**src/rtl/clk_period_meter.sv**
```systemverilog
// rtl/clk_period_meter.sv - synchronizes sig_in, measures its period in clk cycles, reports lock and signal loss
// Optional DUTY_MEASURE_EN adds the high_time port (high phase of the last measured period).
module clk_period_meter #(
    parameter int CNT_W      = 16,
    parameter int EXP_PERIOD = 20,
    parameter int TOL        = 1,
    parameter int LOCK_COUNT = 3,
    parameter int TIMEOUT    = 1000
) (
    input  logic             clk,
    input  logic             reset,
    input  logic             sig_in,
    output logic             edge_pulse,
    output logic [CNT_W-1:0] period,
    output logic             period_valid,
    output logic             locked,
`ifdef DUTY_MEASURE_EN
    output logic [CNT_W-1:0] high_time,
`endif
    output logic             timeout
);

    localparam int LC_W = (LOCK_COUNT < 1) ? 1 : $clog2(LOCK_COUNT + 1);

    localparam logic [CNT_W:0]   TOL_LO  = (CNT_W+1)'((EXP_PERIOD > TOL) ? (EXP_PERIOD - TOL) : 0);
    localparam logic [CNT_W:0]   TOL_HI  = (CNT_W+1)'(EXP_PERIOD + TOL);
    localparam logic [CNT_W-1:0] TO_LAST = CNT_W'(TIMEOUT - 1);
    localparam logic [CNT_W-1:0] CNT_MAX = '1;
    localparam logic [LC_W-1:0]  LC_MAX  = LC_W'(LOCK_COUNT);

    typedef enum logic [1:0] {
        S_IDLE    = 2'd0,
        S_MEASURE = 2'd1,
        S_LOST    = 2'd2
    } state_t;

    state_t           state_q, state_d;
    logic             s1_q, s2_q, s3_q;
    logic [CNT_W-1:0] cnt_q, cnt_d;
    logic [LC_W-1:0]  lock_cnt_q, lock_cnt_d;
    logic             edge_q;
    logic [CNT_W-1:0] period_q, period_d;
    logic             pv_q, pv_d;
    logic             locked_q, locked_d;
    logic             timeout_q, timeout_d;
`ifdef DUTY_MEASURE_EN
    logic [CNT_W-1:0] hcnt_q, hcnt_d;
    logic [CNT_W-1:0] high_q, high_d;
    logic [CNT_W-1:0] hcnt_inc;
`endif

    logic             rise;
    logic [CNT_W-1:0] cnt_inc;
    logic             in_tol;
    logic [LC_W-1:0]  lock_inc;

    assign rise = s2_q & ~s3_q;

    // cnt_inc doubles as the new period: cycles between rises = count + 1
    assign cnt_inc  = (cnt_q == CNT_MAX) ? cnt_q : cnt_q + CNT_W'(1);
    assign in_tol   = ({1'b0, cnt_inc} >= TOL_LO) && ({1'b0, cnt_inc} <= TOL_HI);
    assign lock_inc = (lock_cnt_q >= LC_MAX) ? LC_MAX : lock_cnt_q + LC_W'(1);
`ifdef DUTY_MEASURE_EN
    assign hcnt_inc = (hcnt_q == CNT_MAX) ? hcnt_q : hcnt_q + CNT_W'(1);
`endif

    always_comb begin
        state_d    = state_q;
        cnt_d      = cnt_q;
        lock_cnt_d = lock_cnt_q;
        period_d   = period_q;
        pv_d       = 1'b0;
        locked_d   = locked_q;
        timeout_d  = timeout_q;
`ifdef DUTY_MEASURE_EN
        hcnt_d     = hcnt_q;
        high_d     = high_q;
`endif
        case (state_q)
            S_IDLE: begin
                if (rise) begin
                    state_d = S_MEASURE;
                    cnt_d   = '0;
`ifdef DUTY_MEASURE_EN
                    hcnt_d  = '0;
`endif
                end
            end
            S_MEASURE: begin
                if (rise) begin
                    period_d = cnt_inc;
                    pv_d     = 1'b1;
                    cnt_d    = '0;
`ifdef DUTY_MEASURE_EN
                    high_d   = hcnt_inc;
                    hcnt_d   = '0;
`endif
                    if (in_tol) begin
                        lock_cnt_d = lock_inc;
                        locked_d   = (lock_inc == LC_MAX);
                    end else begin
                        lock_cnt_d = '0;
                        locked_d   = 1'b0;
                    end
                end else if (cnt_q == TO_LAST) begin
                    state_d    = S_LOST;
                    timeout_d  = 1'b1;
                    locked_d   = 1'b0;
                    lock_cnt_d = '0;
                    cnt_d      = '0;
`ifdef DUTY_MEASURE_EN
                    hcnt_d     = '0;
`endif
                end else begin
                    cnt_d = cnt_inc;
`ifdef DUTY_MEASURE_EN
                    if (s2_q) begin
                        hcnt_d = hcnt_inc;
                    end
`endif
                end
            end
            S_LOST: begin
                cnt_d = '0;
                if (rise) begin
                    state_d    = S_MEASURE;
                    timeout_d  = 1'b0;
                    lock_cnt_d = '0;
`ifdef DUTY_MEASURE_EN
                    hcnt_d     = '0;
`endif
                end
            end
            default: begin
                state_d = S_IDLE;
            end
        endcase
    end

    always_ff @(posedge clk or negedge reset) begin
        if (!reset) begin
            s1_q       <= 1'b0;
            s2_q       <= 1'b0;
            s3_q       <= 1'b0;
            state_q    <= S_IDLE;
            cnt_q      <= '0;
            lock_cnt_q <= '0;
            edge_q     <= 1'b0;
            period_q   <= '0;
            pv_q       <= 1'b0;
            locked_q   <= 1'b0;
            timeout_q  <= 1'b0;
`ifdef DUTY_MEASURE_EN
            hcnt_q     <= '0;
            high_q     <= '0;
`endif
        end else begin
            s1_q       <= sig_in;
            s2_q       <= s1_q;
            s3_q       <= s2_q;
            state_q    <= state_d;
            cnt_q      <= cnt_d;
            lock_cnt_q <= lock_cnt_d;
            edge_q     <= rise;
            period_q   <= period_d;
            pv_q       <= pv_d;
            locked_q   <= locked_d;
            timeout_q  <= timeout_d;
`ifdef DUTY_MEASURE_EN
            hcnt_q     <= hcnt_d;
            high_q     <= high_d;
`endif
        end
    end

    assign edge_pulse   = edge_q;
    assign period       = period_q;
    assign period_valid = pv_q;
    assign locked       = locked_q;
    assign timeout      = timeout_q;
`ifdef DUTY_MEASURE_EN
    assign high_time    = high_q;
`endif

endmodule

```
**config.mk**
```make
export PLATFORM = sky130hd
export DESIGN_NAME = clk_period_meter
export DESIGN_NICKNAME = d
export VERILOG_FILES = /design/src/rtl/clk_period_meter.sv
export SDC_FILE = /design/constraint.sdc
export NUM_CORES = 1
export LEC_CHECK = 0
export CORE_ASPECT_RATIO = 0.6
export CORE_MARGIN = 1
export CORE_UTILIZATION = 60
export CTS_CLUSTER_SIZE = 12
export DETAILED_ROUTE_END_ITERATION = 12
export PLACE_DENSITY = 0.83
export SETUP_SLACK_MARGIN = 0.2
export SLEW_MARGIN = 20
export SYNTH_ARGS = -nofsm -noshare
export SYNTH_HDL_FRONTEND = slang
export SYNTH_SLANG_ARGS = --single-unit
```
**constraint.sdc**
```tcl
create_clock -name clk -period 4.2 [get_ports clk]
set_clock_uncertainty 0.1 [all_clocks]
set_input_delay 0.63 -clock clk [delete_from_list [all_inputs] [get_ports clk]]
set_output_delay 0.63 -clock clk [all_outputs]
set_load 0.1 [all_outputs]
```
* Yosys cells after proc, flatten, opt, wreduce, memory -nomap -nowiden *
Cells that the tools add are included.

operators by class
  equal/unequal tests = 11
  mux-type cells = 24
  reduce and logical (&&, ||, !) cells = 12
  shift-type cells = 0
  div/mod/pow operators = 0
  bitwise logic cells = 2
  magnitude comparators = 3
  multiply operators = 0
  add/subtract/negate cells = 2

operators by type and width
  cell                   number
  $mux 16                4
  $pmux 16 s3            1
  $add 16x1->16 const B  1
  $eq 16x10->1 const B   1
  $eq 16x16->1 const B   1
  $ge 16x5->1 const B    1
  $le 16x5->1 const B    1
  $mux 2                 8
  $mux 1                 8
  $ne 2x2->1 const B     4
  $pmux 2 s2             2
  $reduce_and 2->1       3
  $reduce_and 3->1       2
  $eq 2x2->1 const B     2
  $reduce_and 4->1       1
  $reduce_bool 2->1      2
  $ne 3x3->1 const B     1
  $reduce_bool 3->1      1
  $add 2x1->2 const B    1
  $eq 2x1->1 const B     1
  $ge 2x2->1 const B     1
  $logic_not 2->1        1
  $ne 2x1->1 const B     1
  $pmux 1 s2             1
  other kinds (4)        4

storage, ports and cells
  register bits = 43
  logic and storage cells = 65
  memories kept = 0
  input bits = 3
  output and inout port bits = 20
  latch bits = 0
  ROM bits = 0
  RAM bits = 0

* Logic depth before layout (Yosys ltp) *
Gate-level depths: netlist of run 1.

  word-level depth = 7
  depth in mapped cells = 10
  gate-level depth less buffers = 7

* Least setup slack after synthesis of run 1 *
Ideal clock, no wire load.

  path type = register -> register
  start = reg cnt_q[0]
  end = reg lock_cnt_q[1]
  arrival = 1926 ps
  library setup time = 87 ps
  clock period less this slack = 2113 ps
  stages on the path, launching flop included = 10
  path slack = 2087 ps
  cell sequence = dfrtp_1 ha_1 buf_2 and4_1 buf_2 a211oi_1 a41oi_1 nor4_1 nand4_1 o211ai_1

between the ends
  cells in the longest elaborated chain, start to end = 7
  elaborated cells on any way between the ends = 12

ends and longest elaborated chain
  element                                               RTL line  RTL
  start: declaration                                    39        logic [CNT_W-1:0] cnt_q, cnt_d;
  start signal: assignment                              162       cnt_q <= cnt_d;
  $add 16x1->16 / $eq 16x16->1 (equally long branches)  60        assign cnt_inc = (cnt_q == CNT_MAX) ? cnt_q : cnt_q + CNT_W'(1);
  $mux 16                                               60
  $ge 16x5->1 / $le 16x5->1 (equally long branches)     61        assign in_tol = ({1'b0, cnt_inc} >= TOL_LO) && ({1'b0, cnt_inc} <= TOL_HI);
  $logic_and 1x1->1                                     61
  $mux 2                                                98        if (in_tol) begin
  $mux 2                                                90        if (rise) begin
  $pmux 2 s2                                            79        case (state_q)
  end signal: assignment                                163       lock_cnt_q <= lock_cnt_d;
  end: declaration                                      40        logic [LC_W-1:0] lock_cnt_q, lock_cnt_d;

Parallel ways exist; a longest one is shown, timed or not.
A chain may end at the register's enable or synchronous reset.

* Worst setup path after layout of run 1 *
Ends and elaborated chain as after synthesis.

==> key figures, run 1 <==
Worst setup path
  • Reg2Reg Setup Slack: 1.41 ns
  • R2R Path End: lock_cnt_q[1]$_DFFE_PN0P_
  • Startpoint types: flop
  • CP endpoint kind: flop
  • CP Data Required Time: 4.32 ns
  • Setup CP Type: reg2reg
  • Worst r2r path cells: 7
  • Worst-path fanout max: 12
  • Worst r2r src: cnt_q[0]$_DFFE_PN0P_
  • WP data arrival: 2.90 ns

GRT
  • Overflow after GRT: 0
  • Initial antenna violation count: 0
  • Total track usage: 29.1%
  • Via count of the first global-routing pass: 1875
  • Largest net degree at the start of global routing: 44
  • First-pass GRT wire length: 8850 um

Yosys
  • EDFF count, synth: 0
  • Seq cells post-synth: 43
  • Register area share after synthesis: 46.7%
  • Cell taking the most area after synthesis: dfrtp_1
  • Syn nets: 261
  • Ys flop type: dfrtp_1
  • Mean Syn Cell Area: 8.96 sq um
  • Top cell type's share of synthesized area: 46.7%
  • Ranking of synthesized cells by area: dfrtp_1, nand2_1, o21ai_0, a21oi_1, nand3_1
  • Syn Inst Count: 257
  • Synth warnings: 0
  • Async set or reset register ratio after synthesis: 100%
  • Cell Area, Synth: 2300 sq um
  • Synth unique cells: 46

Detailed routing
  • Routed vias: 2081
  • Vias per cell: 6.69
  • DRC viols: 0
  • Top Metal Used: met4
  • DRT met1 WL: 2490 um
  • Total wire length: 5360 um
  • Per-cell routed wire length: 17.2 um
  • Post-route ant nets: 0
  • WL met3: 476 um
  • Met2 Routed Length: 2280 um
  • First drt pass iteration count: 7
  • Drt initial violations: 164

Floorplanning
  • Die H: 50.0 um
  • Die X: 82.0 um
  • Initial Util: 62.6%
  • Core area: 3680 sq um
  • Row count: 17
  • Io pins: 23
  • Die area: 4100 sq um

Finish
  • Layout Utilization: 70.6%
  • N_diodes: 0
  • Synth-to-layout area growth: 12.9%
  • Nets@finish: 267
  • Fin cells: 311
  • Share of layout cells above drive strength 1: 6.44%

STA
  • RSZ-0062 raised after global routing: no
  • Slew Limit Fails: 0
  • Final hold vios: 0
  • Worst slew margin: 35.3%
  • Setup violations, final: 0
  • Slew @ Worst Pin: 0.967 ns
  • Final worst-path cycle share: 66.3%
  • Final Critical Period: 2.79 ns
  • WHS: 0.256 ns
  • Max Clk Rate: 359 MHz
  • Setup TNS: 0 ns

Clock tree
  • CTS sink cnt: 43
  • CTS tree: yes
  • # hold bufs at CTS: 0
  • Worst skew pair latency: 0.30 ns
  • PostCTS Resize Cnt: 0
  • TritonCTS Buffers: 5
  • Postcts setup bufs: 0
  • Clk root buf: clkbuf_8
  • Longest Clk Path Bufs: 2
  • Clock transition at path regs: 0.08 ns
  • Htree depth: 2

Worst hold path
  • Hold EP: s2_q$_DFF_PN0_
  • Min-Delay Path Class: reg2reg
  • Worst hold stages: 0
  • Hold_sp: s1_q$_DFF_PN0_

Placement
  • Post-DP HPWL: 3630 um
  • Dpl cells: 303
  • Port buffer count: 22
  • Routability cong.: 0.969

Pwr
  • Pwr Density: 420 nW/um^2
  • Worst ir drop on vdd: 0.452 mV
  • Power consumption: 0.00109 W
  • Pleak: 1.07 nW

Flow run
  • Total of max-cap violations: 0

Run status
  • Run status: complete, no violations
==> layout by cell type, fill, tap and decap left out, drive strengths merged, types with 2 or more instances in the layout <==
master,netlist,routed
inv,6,6
dfrtp,43,43
and4,4,4
a211oi,3,3
clkbuf,14,6
nand2b,2,2
nor3,5,5
o211ai,3,3
or4,3,3
nand3,12,12
a21o,2,2
a31oi,4,4
mux2i,2,2
a21oi,15,15
nand2,34,34
clkdlybuf4s50,0,21
nor4,7,7
nand4,8,8
a22o,2,2
xnor2,5,5
o21ai,27,27
nor2,13,13
nor2b,3,3
o31ai,7,7
xor2,3,3
buf,11,3
mux2,3,3
==> kinds of logic after synthesis <==
family                     count (synthesis)  share of synthesized area, %
xor gates and xnor gates                   8                          3.04
and+or+nand+nor                           98                          22.7
muxes                                      5                          2.34
AOI/OAI and AO/OA                         71                          18.9
DFF                                       43                          46.7
adders and majority gates                  1                         0.543
buffers and inverters                     31                          5.76
==> cells in the mapped netlist, types with 6 or more instances <==
cell      count
nor4_1        6
nor2_1       13
nand3_1      12
a21oi_1      15
inv_1         6
nand4_1       8
o21ai_1       7
buf_2        10
nand2_1      34
dfrtp_1      43
clkbuf_1     14
o31ai_1       7
o21ai_0      20
==> where the power goes <==
group          switching (W)  internal (W)
Combinational       0.000201     0.0000721
Sequential         0.0000406      0.000446
Clock               0.000140      0.000192
Total               0.000382      0.000710
==> registers in the layout, summed over array words and instances (netlist names), 2 cells and up <==
name        cells
cnt_q          16
period         16
lock_cnt_q      2
state_q         2
==> per-stage QoR <==
step                      area (sq um)  setup slack, ns
final                             2600             1.41
after floorplan                   2300             2.09
after global routing              2600             1.21
after global placement            2480             1.61
after detailed placement          2480             1.52
after CTS                         2600             1.50
==> worst max-delay path, cell delays in order, from the launching register on <==
cell and delay, ns:
dfrtp_1 0.44, ha_1 0.34, and4_1 0.38, nand4_1 0.53, nand4_1 0.31, and4bb_1 0.24, nand4_1 0.15, o211ai_1 0.20
==> metal layers <==
layer / up-vias / GRT usage, %
met5: - / 0
met4: 0 / 10.5
met3: 26 / 8.52
met2: 120 / 40.8
met1: 991 / 42.1
li1: 944 / -
==> how the worst max path moves through the flow <==
stage	end	start	depth (start not counted)	slack, ns
after floorplan	lock_cnt_q[1]$_DFFE_PN0P_	cnt_q[0]$_DFFE_PN0P_	9	2.09
after global placement	lock_cnt_q[1]$_DFFE_PN0P_	cnt_q[0]$_DFFE_PN0P_	7	1.61
after detailed placement	lock_cnt_q[1]$_DFFE_PN0P_	cnt_q[0]$_DFFE_PN0P_	7	1.52
after CTS	lock_cnt_q[1]$_DFFE_PN0P_	cnt_q[0]$_DFFE_PN0P_	7	1.50
after global routing	lock_cnt_q[1]$_DFFE_PN0P_	cnt_q[0]$_DFFE_PN0P_	7	1.21
final	lock_cnt_q[1]$_DFFE_PN0P_	cnt_q[0]$_DFFE_PN0P_	7	1.41
==> area by class of cell <==
cell class,count,area [sq um]
Inverter,6,22.5
Clock buffer,6,82.6
Tap cell,47,58.8
Multi-Input combinational cell,183,1090
Sequential cell,43,1080
Clock inverter,2,35.0
Fill cell,298,1080
Timing Repair Buffer,24,230
Note: power is estimated with default switching activity, not from simulation.
==> inputs of run 2 (changes only) <==
CORE_UTILIZATION = 51   (was 60)
PLACE_DENSITY = 0.75   (was 0.83)
clock period = 2.4 ns   (was 4.2 ns; I/O delays follow)
==> key figures, run 2 (synthesis gave the netlist of run 1 again) <==
STA
  • Final hold vios: 0 (unchanged)
  • Setup TNS: 0 ns (unchanged)
  • Slew @ Worst Pin: 0.544 ns (-0.424 ns)
  • Slew Limit Fails: 0 (unchanged)
  • Setup ws final: 0.0942 ns (-1.32 ns)
  • RSZ-0062 raised after global routing: yes
  • Final Critical Period: 2.31 ns (-0.480 ns)
  • Final worst-path cycle share: 96.1% (+30 points)
  • Max Clk Rate: 434 MHz (+21%)
  • WHS: 0.0215 ns (-0.235 ns)
  • Worst slew margin: 63.8% (+28 points)
  • Setup violations, final: 0 (unchanged)

Clock tree
  • TritonCTS Buffers: 5 (unchanged)
  • Htree depth: 2 (unchanged)
  • Clk root buf: clkbuf_8
  • Longest Clk Path Bufs: 2 (unchanged)
  • Clock transition at path regs: 0.08 ns (about the same)
  • CTS tree: yes
  • CTS sink cnt: 43 (unchanged)
  • Worst skew pair latency: 0.30 ns (about the same)

Placement
  • Post-DP HPWL: 4400 um (+21%)
  • Port buffer count: 22 (unchanged)
  • Dpl cells: 353 (+17%)
  • Routability cong.: 1.00 (+3.4%)
  • Placement Cell Area: 2730 sq um (+9.8%)
  • Setup WS pre-CTS: 0.00824 ns (-1.51 ns)

Worst hold path
  • Min-Delay Path Class: in2async

Finish
  • Fin cells: 373 (+20%)
  • Most frequent cells in the layout: buf_4, dfrtp_1, nand2_1
  • Cell area after layout: 3040 sq um (+17%)
  • Most common cell after layout, fill and taps aside: buf_4
  • Share of layout cells above drive strength 1: 33.2% (+27 points)
  • Synth-to-layout area growth: 32.1%
  • N_diodes: 0 (unchanged)
  • Fill count: 332 (+11%)
  • Nets@finish: 318 (+19%)

Pwr
  • Psw: 0.000731 W (+91%)
  • Internal power: 0.00119 W (+68%)
  • Sw frac: 38.0% (+3.0 points)
  • Pwr Density: 633 nW/um^2 (+51%)
  • Worst ir drop on vdd: 0.346 mV (-23%)
  • Combinational Power Share: 34.5% (+9.5 points)
  • Sequential share of power: 43.2% (-1.3 points)
  • Pleak: 1.36 nW (+28%)
  • Clk pwr share: 22.2% (-8.2 points)

Detailed routing
  • Drt initial violations: 222 (+35%)
  • Post-route ant nets: 0 (unchanged)
  • DRC viols: 0 (unchanged)
  • First drt pass iteration count: 5 (-2)
  • Per-cell routed wire length: 17.5 um (+1.5%)
  • Total wire length: 6520 um (+22%)
  • Vias per cell: 5.97 (-11%)
  • Routed vias: 2228 (+7.1%)

Floorplanning
  • Row count: 18 (+1)
  • Die area: 4800 sq um (+17%)
  • Initial Util: 54.7% (-7.9 points)
  • Core area: 4210 sq um (+14%)
  • Die H: 54.0 um (+8.1%)
  • Die X: 88.7 um (+8.3%)
  • Io pins: 23 (unchanged)

Worst setup path
  • Worst-path fanout max: 6 (-6)
  • CP Data Required Time: 2.52 ns (-1.80 ns)
  • CP dominant cell by count: nand4_1
  • Worst Path Buf+Inv: 1 (+1)
  • R2R Path End: lock_cnt_q[1]$_DFFE_PN0P_
  • Worst r2r src: cnt_q[1]$_DFFE_PN0P_
  • Slowest stage delay, CP: 0.37 ns (-0.16 ns)
  • Crit-path cells: ha_2, buf_6, and4_4, nand4_1, nand4_1, and4bb_1, nand4_1, o211ai_1
  • Critical path depth in cells: 8 (+1)
  • Startpoint types: flop
  • Crit path capture: lock_cnt_q[1]$_DFFE_PN0P_
  • CP startpoint: cnt_q[1]$_DFFE_PN0P_
  • Reg2Reg Setup Slack: 0.09 ns (-1.32 ns)
  • Setup CP Type: reg2reg
  • Crit-path leading delay family: simple AND/OR/NAND/NOR gates
  • WP data arrival: 2.42 ns (-0.48 ns)
  • CP endpoint kind: flop
  • Worst r2r path cells: 8 (+1)
  • CP max stage cell: dfrtp_1

GRT
  • Overflow after GRT: 0 (unchanged)
  • First-pass GRT wire length: 9730 um (+10%)
  • Via count of the first global-routing pass: 1878 (+0.16%)
  • Largest net degree at the start of global routing: 44 (unchanged)
  • Initial antenna violation count: 0 (unchanged)
  • Total track usage: 28.6% (-0.47 points)

Run status
  • Run status: complete, no violations

Flow run
  • Total of max-cap violations: 0 (unchanged)
[run 2: changes by cell type in the layout (fill, tap and decap cells not counted), moves of 3 or more]
cell,change
buf_4,+68
clkdlybuf4s50_1,-20
o21ai_0,-4
o21ai_1,+4
buf_6,+3
nor4_1,-3
[run 2: per-layer routing]
metal	vias to the layer above	global-route usage (%)	wire [um]
li1	1043	-	-
met1	1048	41.2	3070
met2	117	39.2	2700
met3	20	10.6	617
met4	0	9.41	130
met5	-	0	0
[run 2: power groups by stage]
stage,clock (W),sequential (W),combinational [W]
5_1_grt,0.000458,0.000842,0.000698
6_report,0.000428,0.000833,0.000665
2_1_floorplan,0,0.00104,0.000184
4_1_cts,0.000436,0.000830,0.000624
3_3_place_gp,0,0.000837,0.000567
3_5_place_dp,0,0.000841,0.000572
[run 2: final cells by class]
| type | count | area, sq um | area share, % |
|---|---|---|---|
| clock buffers | 6 | 72.6 | 2.39 |
| inverters | 6 | 22.5 | 0.740 |
| multi-input cells | 183 | 1220 | 40.1 |
| flip-flops and latches | 43 | 1080 | 35.5 |
| well taps | 60 | 75.1 | 2.47 |
| repair buffers | 75 | 574 | 18.9 |
[run 2: worst min path at each step]
stage,endpoint,startpoint,slack [ns]
floorplan,cnt_q[0]$_DFFE_PN0P_,reset,-0.04
global placement,s2_q$_DFF_PN0_,s1_q$_DFF_PN0_,0.23
detailed placement,s2_q$_DFF_PN0_,s1_q$_DFF_PN0_,0.24
CTS,period[0]$_DFFE_PN0P_,reset,0.05
global route,period[10]$_DFFE_PN0P_,reset,0.08
finish,period[3]$_DFFE_PN0P_,reset,0.02
[run 2: what timing repair did]
action	in CTS	in global routing
setup buffers	2	12
gates resized for setup	13	19
endpoints found under the setup margin	13	17
hold buffers	0	0
pin swaps	10	11
[run 2: worst reg2reg max path: stages (launching register included)]
cell and delay, ns:
dfrtp_1 0.37, ha_2 0.20, buf_6 0.12, and4_4 0.25, nand4_1 0.27, nand4_1 0.27
and4bb_1 0.27, nand4_1 0.17, o211ai_1 0.21
[run 2: through the flow]
stage	util, %	total power (W)
global placement	64.7	0.00140
global route	72.2	0.00200
CTS	68.2	0.00189
detailed placement	64.7	0.00141
floorplan	-	0.00122
finish	72.2	0.00193
==> inputs of run 3 (changes only) <==
SKIP_CTS_REPAIR_TIMING = 1   (was not set)
==> key figures, run 3 (synthesis gave the netlist of run 1 again) <==
Pwr
  • Pwr Density: 639 nW/um^2 (+1.0%)
  • Worst ir drop on vdd: 0.343 mV (-0.72%)
  • Pleak: 1.33 nW (-2.0%)
  • Power consumption: 0.00191 W (-0.84%)

Detailed routing
  • First drt pass iteration count: 5 (unchanged)
  • Per-cell routed wire length: 17.6 um (+0.54%)
  • Vias per cell: 5.87 (-1.7%)
  • Total wire length: 6450 um (-1.1%)
  • Drt initial violations: 206 (-7.2%)
  • Routed vias: 2154 (-3.3%)
  • DRC viols: 0 (unchanged)
  • Post-route ant nets: 0 (unchanged)

Floorplanning
  • Die H: 54.0 um (unchanged)
  • Initial Util: 54.7% (unchanged)
  • Die area: 4800 sq um (unchanged)
  • Row count: 18 (unchanged)
  • Io pins: 23 (unchanged)
  • Die X: 88.7 um (unchanged)
  • Core area: 4210 sq um (unchanged)

Worst setup path
  • CP Data Required Time: 2.52 ns (about the same)
  • CP dominant cell by count: nand4_1
  • Worst Path Buf+Inv: 1 (unchanged)
  • Startpoint types: flop
  • Setup CP Type: reg2reg
  • CP max stage cell: dfrtp_1
  • CP endpoint kind: flop
  • Crit-path leading delay family: simple AND/OR/NAND/NOR gates
  • Crit-path cells: ha_2, buf_6, and4_4, nand4_1, nand4_1, and4bb_1, nand4_1, o211ai_1
  • Reg2Reg Setup Slack: 0.16 ns (+0.06 ns)
  • Slowest stage delay, CP: 0.38 ns (about the same)
  • Worst-path fanout max: 6 (unchanged)
  • WP data arrival: 2.36 ns (-0.06 ns)

GRT
  • Largest net degree at the start of global routing: 44 (unchanged)
  • Via count of the first global-routing pass: 1795 (-4.4%)
  • Initial antenna violation count: 0 (unchanged)
  • First-pass GRT wire length: 9430 um (-3.1%)
  • Overflow after GRT: 0 (unchanged)
  • Total track usage: 27.6% (-1.0 points)

Placement
  • Post-DP HPWL: 4400 um (unchanged)
  • Placement Cell Area: 2730 sq um (unchanged)
  • Routability cong.: 1.00 (unchanged)
  • Port buffer count: 22 (unchanged)

STA
  • Final Critical Period: 2.24 ns (-0.0622 ns)
  • Slew @ Worst Pin: 0.673 ns (+0.129 ns)
  • Setup TNS: 0 ns (unchanged)
  • Slew Limit Fails: 0 (unchanged)
  • Final worst-path cycle share: 93.5% (-2.6 points)
  • RSZ-0062 raised after global routing: yes
  • Final hold vios: 0 (unchanged)
  • Setup violations, final: 0 (unchanged)
  • Worst slew margin: 54.7% (-9.0 points)
  • Max Clk Rate: 446 MHz (+2.8%)

Clock tree
  • Clock transition at path regs: 0.08 ns (about the same)
  • Htree depth: 2 (unchanged)
  • Longest Clk Path Bufs: 2 (unchanged)
  • Worst skew pair latency: 0.30 ns (about the same)
  • Clk root buf: clkbuf_8
  • CTS tree: yes
  • TritonCTS Buffers: 5 (unchanged)
  • CTS sink cnt: 43 (unchanged)

Finish
  • Most frequent cells in the layout: buf_4, dfrtp_1, nand2_1
  • Cell area after layout: 2990 sq um (-1.9%)
  • Most common cell after layout, fill and taps aside: buf_4
  • Fill count: 342 (+3.0%)
  • N_diodes: 0 (unchanged)
  • Nets@finish: 312 (-1.9%)
  • Synth-to-layout area growth: 29.7%
  • Share of layout cells above drive strength 1: 31.6% (-1.6 points)

Flow run
  • Total of max-cap violations: 0 (unchanged)

Worst hold path
  • Min-Delay Path Class: in2async

Run status
  • Run status: complete, no violations
[run 3: cell types whose count changed in the layout (fill, tap and decap cells not counted), sizes merged]
| cell | delta |
|---|---|
| buf | -6 |
[run 3: report_power, final]
| group | switching (W) | total [W] | leakage [nW] | internal (W) |
|---|---|---|---|---|
| Sequential | 0.0000498 | 0.000831 | 0.574 | 0.000781 |
| Combinational | 0.000441 | 0.000647 | 0.723 | 0.000207 |
| Clock | 0.000237 | 0.000431 | 0.0371 | 0.000194 |
[run 3: metal layers]
metal | vias to the layer above | routed length, um | global-route usage [%]
li1 | 1032 | - | -
met1 | 999 | 3000 | 41.5
met2 | 114 | 2660 | 37.2
met3 | 9 | 688 | 8.28
met4 | 0 | 95 | 8.87
met5 | - | 0 | 0
[run 3: metrics by stage]
stage          instances  util (%)  hold WS, ns  setup slack [ns]
3_5_place_dp         353      64.7        0.238           0.00824
5_1_grt              367      70.9       0.0795            0.0333
3_3_place_gp         353      64.7        0.232             0.134
2_1_floorplan        257         -      -0.0356             0.287
6_report             367      70.9       0.0324             0.156
4_1_cts              359      66.4       0.0500           0.00781
[run 3: area by class of cell]
cell class	instances	area (sq um)	area share, %
multi-input combinational	183	1210	40.4
sequential	43	1080	36.1
timing repair buffer	69	529	17.7
tap	60	75.1	2.51
clock buffer	6	72.6	2.43
inverter	6	22.5	0.754
[run 3: final timing paths]
path	from	to	depth (start not counted)
max	cnt_q[1]$_DFFE_PN0P_	lock_cnt_q[1]$_DFFE_PN0P_	8
min in group clk	s1_q$_DFF_PN0_	s2_q$_DFF_PN0_	0
max in group asynchronous	reset	cnt_q[11]$_DFFE_PN0P_	2
min	reset	period[0]$_DFFE_PN0P_	2
min reg2reg	s1_q$_DFF_PN0_	s2_q$_DFF_PN0_	0
max reg2reg	cnt_q[1]$_DFFE_PN0P_	lock_cnt_q[1]$_DFFE_PN0P_	8
